<file path="src/rtl/decode_stage_pkg.sv">
// decode_stage_pkg: widths, opcodes and the decoded bundle types for the decode stage
package decode_stage_pkg;
  localparam int ARCH_LEN = 32;
  localparam int INST_LEN = 32;
  localparam int REG_ADDR_LEN = 5;
  localparam logic [INST_LEN-1:0] NOP_INST = 32'h0000_0013;
  localparam logic [6:0] OPC_LUI = 7'b0110111;
  localparam logic [6:0] OPC_AUIPC = 7'b0010111;
  localparam logic [6:0] OPC_JAL = 7'b1101111;
  localparam logic [6:0] OPC_JALR = 7'b1100111;
  localparam logic [6:0] OPC_BRANCH = 7'b1100011;
  localparam logic [6:0] OPC_LOAD = 7'b0000011;
  localparam logic [6:0] OPC_STORE = 7'b0100011;
  localparam logic [6:0] OPC_ALU_I = 7'b0010011;
  localparam logic [6:0] OPC_ALU_R = 7'b0110011;
  typedef enum logic [3:0] {
    OP_ALU_R, OP_ALU_I, OP_LOAD, OP_STORE, OP_BRANCH,
    OP_JAL, OP_JALR, OP_LUI, OP_AUIPC, OP_ILLEGAL
  } decoded_op_t;
  typedef struct packed {
    logic valid;
    logic [ARCH_LEN-1:0] pc;
    logic [INST_LEN-1:0] inst;
  } if_id_t;
endpackage

</file>
<file path="src/rtl/decode_stage_regfile.sv">
// regfile: 32x32 integer registers, two read ports, one write port, x0 hardwired, write-through bypass
module regfile
  import decode_stage_pkg::*;
(
  input  logic                    clk,
  input  logic                    rst,
  input  logic [REG_ADDR_LEN-1:0] ra1_i,
  input  logic [REG_ADDR_LEN-1:0] ra2_i,
  output logic [ARCH_LEN-1:0]     rd1_o,
  output logic [ARCH_LEN-1:0]     rd2_o,
  input  logic                    we_i,
  input  logic [REG_ADDR_LEN-1:0] wa_i,
  input  logic [ARCH_LEN-1:0]     wd_i
);
  logic [ARCH_LEN-1:0] regs_q [32];
  // clear on reset, otherwise commit writeback (x0 never written)
  always_ff @(posedge clk) begin
    if (rst) for (int i = 0; i < 32; i++) regs_q[i] <= '0;
    else if (we_i && wa_i != '0) regs_q[wa_i] <= wd_i;
  end
  // reads see a same-cycle write so writeback needs no extra forwarding
  always_comb begin
    rd1_o = ra1_i == '0 ? '0 : (we_i && wa_i == ra1_i) ? wd_i : regs_q[ra1_i];
    rd2_o = ra2_i == '0 ? '0 : (we_i && wa_i == ra2_i) ? wd_i : regs_q[ra2_i];
  end
endmodule

</file>
<file path="src/rtl/decode_stage.sv">
// decode_stage: IF/ID register, RV32I decode, register read and load-use hazard detection
module decode_stage
  import decode_stage_pkg::*;
(
  input  logic                    clk,
  input  logic                    rst,
  input  logic [INST_LEN-1:0]     inst_in,
  input  logic [ARCH_LEN-1:0]     pc_in,
  input  logic                    stall_in,
  input  logic                    flush_in,
  input  logic                    ex_is_load_in,
  input  logic [REG_ADDR_LEN-1:0] ex_rd_in,
  input  logic                    wb_en_in,
  input  logic [REG_ADDR_LEN-1:0] wb_rd_in,
  input  logic [ARCH_LEN-1:0]     wb_data_in,
  output logic                    stall_fet_out,
  output logic                    valid_out,
  output logic [ARCH_LEN-1:0]     pc_out,
  output decoded_op_t             op_out,
  output logic [2:0]              funct3_out,
  output logic                    funct7b5_out,
  output logic [REG_ADDR_LEN-1:0] rs1_out,
  output logic [REG_ADDR_LEN-1:0] rs2_out,
  output logic [REG_ADDR_LEN-1:0] rd_out,
  output logic [ARCH_LEN-1:0]     rs1_data_out,
  output logic [ARCH_LEN-1:0]     rs2_data_out,
  output logic [ARCH_LEN-1:0]     imm_out,
  output logic                    illegal_out
);
  if_id_t if_id_q, if_id_d;
  logic [INST_LEN-1:0] i;
  logic uses_rs1, uses_rs2, has_rd, hazard;
  assign i = if_id_q.inst;
  // IF/ID: reset and flush load a NOP bubble; stall and hazard hold
  always_comb begin
    if_id_d = (rst || flush_in) ? '{valid: 1'b0, pc: '0, inst: NOP_INST} :
              (stall_in || hazard) ? if_id_q : '{valid: 1'b1, pc: pc_in, inst: inst_in};
  end
  // IF/ID register
  always_ff @(posedge clk) if_id_q <= if_id_d;
  // classify opcode into the execute-facing instruction class
  always_comb begin
    case (i[6:0])
      OPC_ALU_R:  op_out = OP_ALU_R;
      OPC_ALU_I:  op_out = OP_ALU_I;
      OPC_LOAD:   op_out = OP_LOAD;
      OPC_STORE:  op_out = OP_STORE;
      OPC_BRANCH: op_out = OP_BRANCH;
      OPC_JAL:    op_out = OP_JAL;
      OPC_JALR:   op_out = OP_JALR;
      OPC_LUI:    op_out = OP_LUI;
      OPC_AUIPC:  op_out = OP_AUIPC;
      default:    op_out = OP_ILLEGAL;
    endcase
  end
  // operand usage, immediate assembly and hazard check
  always_comb begin
    uses_rs1 = !(op_out inside {OP_LUI, OP_AUIPC, OP_JAL});
    uses_rs2 = op_out inside {OP_ALU_R, OP_STORE, OP_BRANCH};
    has_rd = !(op_out inside {OP_STORE, OP_BRANCH, OP_ILLEGAL});
    imm_out = (op_out inside {OP_LOAD, OP_ALU_I, OP_JALR}) ? {{20{i[31]}}, i[31:20]} :
              op_out == OP_STORE  ? {{20{i[31]}}, i[31:25], i[11:7]} :
              op_out == OP_BRANCH ? {{19{i[31]}}, i[31], i[7], i[30:25], i[11:8], 1'b0} :
              (op_out inside {OP_LUI, OP_AUIPC}) ? {i[31:12], 12'h000} :
              op_out == OP_JAL    ? {{11{i[31]}}, i[31], i[19:12], i[20], i[30:21], 1'b0} : '0;
    hazard = if_id_q.valid && ex_is_load_in && ex_rd_in != '0 &&
             ((uses_rs1 && ex_rd_in == i[19:15]) || (uses_rs2 && ex_rd_in == i[24:20]));
  end
  assign stall_fet_out = (hazard || stall_in) && !rst && !flush_in;
  assign valid_out = if_id_q.valid && !hazard;
  assign illegal_out = valid_out && op_out == OP_ILLEGAL;
  assign pc_out = if_id_q.pc;
  assign funct3_out = i[14:12];
  assign funct7b5_out = i[30];
  assign rs1_out = i[19:15];
  assign rs2_out = i[24:20];
  assign rd_out = has_rd ? i[11:7] : '0;
  regfile u_regfile (
    .clk   (clk),
    .rst   (rst),
    .ra1_i (rs1_out),
    .ra2_i (rs2_out),
    .rd1_o (rs1_data_out),
    .rd2_o (rs2_data_out),
    .we_i  (wb_en_in),
    .wa_i  (wb_rd_in),
    .wd_i  (wb_data_in)
  );
endmodule

</file>
<file path="config.mk">
export PLATFORM = sky130hd
export DESIGN_NAME = decode_stage
export DESIGN_NICKNAME = d
export VERILOG_FILES = /design/src/rtl/decode_stage_pkg.sv /design/src/rtl/decode_stage_regfile.sv /design/src/rtl/decode_stage.sv
export SDC_FILE = /design/constraint.sdc
export NUM_CORES = 2
export LEC_CHECK = 0
export CORE_ASPECT_RATIO = 0.8
export CORE_MARGIN = 5
export CORE_UTILIZATION = 55
export CTS_CLUSTER_SIZE = 14
export DETAILED_ROUTE_END_ITERATION = 10
export PLACE_DENSITY = 0.76
export SETUP_SLACK_MARGIN = 0.15
export SYNTH_ARGS = -nofsm -noshare
export SYNTH_HDL_FRONTEND = slang
export SYNTH_SLANG_ARGS = --single-unit
export TNS_END_PERCENT = 1
</file>
<file path="constraint.sdc">
create_clock -name clk -period 7.4 [get_ports clk]
set_input_delay 1.48 -clock clk [delete_from_list [all_inputs] [get_ports clk]]
set_output_delay 1.48 -clock clk [all_outputs]
set_load 0.03 [all_outputs]
</file>
==> reports/results.txt <==
The run finished with clean final reports. Setup violations remaining at the end of the flow were counted as 0. For the total congestion overflow after global routing, the log shows 0. The post-route minimum period works out to 6630 ps.

The synthesized design contains 1024 enable-type register cells. In this run the deepest clock path goes through 3 buffers. After detailed routing, the number of remaining DRC violations is 0. The share of synthesized registers carrying an async set or reset is 0%, and the register area is 0.0323 sq mm. At the later pin of the worst-skew pair, clock insertion delay measures 710 ps.

The tools report the initial antenna violation count as 14. Number of max-slew violations in the final report: 0. The non-filler instance count after layout is 6105. The total area inside the core boundary comes to 0.109 sq mm.

The share of final-layout standard cells stronger than drive strength 1 was 17.2%; the number of distinct library cells after synthesis was 69. The worst register-to-register path has a depth of 7. The tools report the critical path launch point type as an input port. The first-pass iteration count of the detailed router is 9. The final-stage net count is 4695, and the area of combinational cells with multiple inputs is 0.0256 sq mm.

Counting tap cells, the placed design contains a total of 5905 instances. The number of buffer cells added on primary ports is 265, and the total of flip-flops plus latches after synthesis is 1099. The synthesized instance count was 4526. In the global route stage, overall resource usage came out at 36.3%. The final setup slack of the worst path was 769 ps. Along the worst path, the maximum fanout reaches 14.

The tools report the final HPWL from detailed placement as 130000 microns. For the sequential fraction of the synthesis area, the log shows 53.5%. For the worst path required time, the log shows 5920 ps. The tools report the number of buffers created by CTS as 106. In the post-synthesis netlist, the biggest area contributors are sky130_fd_sc_hd__edfxtp_1, sky130_fd_sc_hd__mux4_2, sky130_fd_sc_hd__and2_1. The detailed router placed 44100 vias in this run. For the worst clock skew on the final layout, the log shows 6.93 ps. In the post-synthesis netlist, the cell with the most instances is sky130_fd_sc_hd__edfxtp_1. The detail route stage leaves a number of antenna-violating nets equal to 0. After Yosys synthesis, and, or, nand and nor cells account for 13.9% of the synthesized area. The portion of synthesized area spent on multiplexers is 19.4%. The mapped netlist covers 0.0603 sq mm. A synthesized cell averages 13.3 sq um. The via count of the first global-routing pass came out at 43000. The post-detailed-route via-to-cell ratio was 7.22; the floorplan die area was 0.116 sq mm. For this configuration, the core starts out at a cell density of 55.5%.

The Yosys step of the flow raised 0 warnings. For the worst setup path, the data arrival time is 5150 ps. Relative to the synthesized area, the layout overhead comes to 11.9%. The worst setup path endpoint is rs1_data_out[19]. Total power of the final layout: 0.0146 W.

The kind of end point of the critical path was an output port. The tree is rooted in a sky130_fd_sc_hd__clkbuf_16. The compound-gate portion of the synthesized area works out to 8.22%. Setup total negative slack on the finished layout was measured at 0 ps. Count of clock tree sinks: 1099. Prior to clock tree synthesis, the placed netlist has a worst setup slack of 1060 ps. After clock tree synthesis, the repair step resized 0 gates. The critical path is of the input port to output port type. The main combinational cell family by area after synthesis was multiplexers. Number of buffers inserted for hold repair after clock tree synthesis: 0. For this run, the leading register cell type out of synthesis is sky130_fd_sc_hd__edfxtp_1. The synthesized-area fraction occupied by xor and xnor cells was 0.305%; the area fraction of the dominant cell type after synthesis was 51.0%. For this block, the initial DRC count from the detailed router was 7497. For flop-to-flop paths, the worst setup slack is 4190 ps. After detailed routing, the total wire length is 216000 microns. The type of the most critical hold path was flop to flop.

Setup repair after global routing left no endpoint under its margin. The CTS clock-pin slew for the worst setup and hold paths was 60 ps. The number of hold violations in the final report came out at 0. The dominant cell type by area after synthesis was sky130_fd_sc_hd__edfxtp_1. For this design the static power due to leakage is 22.2 nW. The logs give 80 for the largest net degree at the start of global routing and 0 for the buffer count from post-CTS setup fixing.

The H-tree generated during clock tree synthesis spans 3 levels. For this design the ratio of total power to cell area is 217 mW/mm^2. The commonest cells after synthesis are sky130_fd_sc_hd__edfxtp_1, sky130_fd_sc_hd__and2_1, sky130_fd_sc_hd__mux2i_1, sky130_fd_sc_hd__clkbuf_1, sky130_fd_sc_hd__mux4_2. The transition time at the pin with the least slew margin was 1350 ps. In this run the count of I/O pins placed on the die edge is 266. The critical register-to-register path startpoint was i[4]$_SDFFE_PP1N_. The start point of the critical path was wb_rd_in[0]. Routability-driven placement finished with a final weighted congestion of 0.958.

The share of the cycle needed by the critical path after routing is 89.6%. Based on the critical path, the design can be clocked at up to 151 MHz. TritonCTS built the clock tree.

The die height was 306 microns; the number of maximum-capacitance constraint violations was 0. Across the VDD grid, the largest voltage drop is 0.000186 V. The layout has 8059 filler cells. Measured along the x axis, the die boundary spans 380 microns.

Row generation in the floorplan step produced 108 rows. Measured against its own limit, the worst slew margin works out to 9.84%. First-pass GRT wire length: 306000 microns.

Of the total synthesized cell area, the portion taken by full adders, half adders and majority gates is 0%. In the final routed layout, each cell accounts on average for 35.5 microns.
-- layer usage --
layer	GRT usage, %	up-vias	part of all wire (%)
met5	0	-	0.023
met4	19.2	8	6.5
met3	14.2	880	16
met2	52.5	4096	43
met1	47.7	21800	34
li1	-	17300	-
-- power breakdown --
group	total, W	leakage (nW)	internal, W	switching (W)
Clock	0.00554	1.69	0.00312	0.00242
Combinational	0.00176	10.2	0.000669	0.00109
Sequential	0.00732	10.4	0.00712	0.000206
Total	0.0146	22.2	0.0109	0.00372
-- cell usage in the layout (no fill, tap or decap), types with 19 or more instances in the layout --
master and instances:
sky130_fd_sc_hd__edfxtp_1 1024, sky130_fd_sc_hd__o21ai_0 153, sky130_fd_sc_hd__nor2_1 54, sky130_fd_sc_hd__a21o_1 19, sky130_fd_sc_hd__or2_2 31, sky130_fd_sc_hd__mux4_2 325, sky130_fd_sc_hd__nand3_1 126, sky130_fd_sc_hd__a221o_1 53
sky130_fd_sc_hd__nor2_4 28, sky130_fd_sc_hd__conb_1 32, sky130_fd_sc_hd__a221oi_1 81, sky130_fd_sc_hd__clkbuf_16 110, sky130_fd_sc_hd__mux2i_1 410, sky130_fd_sc_hd__a21oi_1 153, sky130_fd_sc_hd__a211oi_1 36, sky130_fd_sc_hd__buf_4 165
sky130_fd_sc_hd__nor3_1 43, sky130_fd_sc_hd__clkbuf_1 24, sky130_fd_sc_hd__o211ai_1 37, sky130_fd_sc_hd__buf_12 29, sky130_fd_sc_hd__clkinv_2 21, sky130_fd_sc_hd__a22oi_1 51, sky130_fd_sc_hd__clkinv_1 20, sky130_fd_sc_hd__nand2_1 55
sky130_fd_sc_hd__o2111ai_1 19, sky130_fd_sc_hd__and2_1 1010, sky130_fd_sc_hd__dfxtp_1 65, sky130_fd_sc_hd__clkdlybuf4s50_1 246
-- sequential cells by signal, summed over array words and instances (netlist names), named ones only --
name	cells
i	32
if_id_q	1
pc_out	32
u_regfile.regs_q	1024
-- worst min-delay path by stage --
stage                                  from                      end  slack (ps)  cells after the start
floorplan            pc_out[0]$_SDFFE_PP0N_   pc_out[0]$_SDFFE_PP0N_         450                      2
global placement     pc_out[1]$_SDFFE_PP0N_   pc_out[1]$_SDFFE_PP0N_         460                      2
detailed placement   pc_out[5]$_SDFFE_PP0N_   pc_out[5]$_SDFFE_PP0N_         470                      2
CTS                  pc_out[5]$_SDFFE_PP0N_   pc_out[5]$_SDFFE_PP0N_         470                      2
global route        pc_out[24]$_SDFFE_PP0N_  pc_out[24]$_SDFFE_PP0N_         490                      2
finish              pc_out[17]$_SDFFE_PP0N_  pc_out[17]$_SDFFE_PP0N_         470                      2
-- final cells by class --
type	instances	share of cell area, %
diodes	9	0.0334
clock buffers	141	4.36
clock inverters	50	0.722
inverters	11	0.0649
multi-input cells	2924	38.0
flip-flops and latches	1099	47.9
well taps	1430	2.65
repair buffers	441	6.35
-- stage by stage --
stage | util (%) | hold slack, ps | instance area [sq um]
floorplan | - | 454 | 60400
global placement | 58.9 | 461 | 64000
detailed placement | 58.9 | 466 | 64000
CTS | 62.1 | 475 | 67400
global route | 62.1 | 494 | 67400
finish | 62.1 | 475 | 67500
-- cell families after synthesis --
| kind of cell | Yosys count |
|---|---|
| AOI/OAI and AO/OA | 702 |
| xor gates and xnor gates | 21 |
| buffers and inverters | 534 |
| DFF | 1099 |
| muxes | 751 |
| other | 1 |
| and+or+nand+nor | 1418 |
-- critical path: stages --
cell and delay, ps:
sky130_fd_sc_hd__clkdlybuf4s50_1 600, sky130_fd_sc_hd__xor2_1 230, sky130_fd_sc_hd__nor4_1 350, sky130_fd_sc_hd__nand3_2 640
sky130_fd_sc_hd__nand3_1 920, sky130_fd_sc_hd__a21oi_1 110, sky130_fd_sc_hd__or3b_2 610, sky130_fd_sc_hd__buf_12 190
No activity file was read; power rests on OpenSTA's default activity.
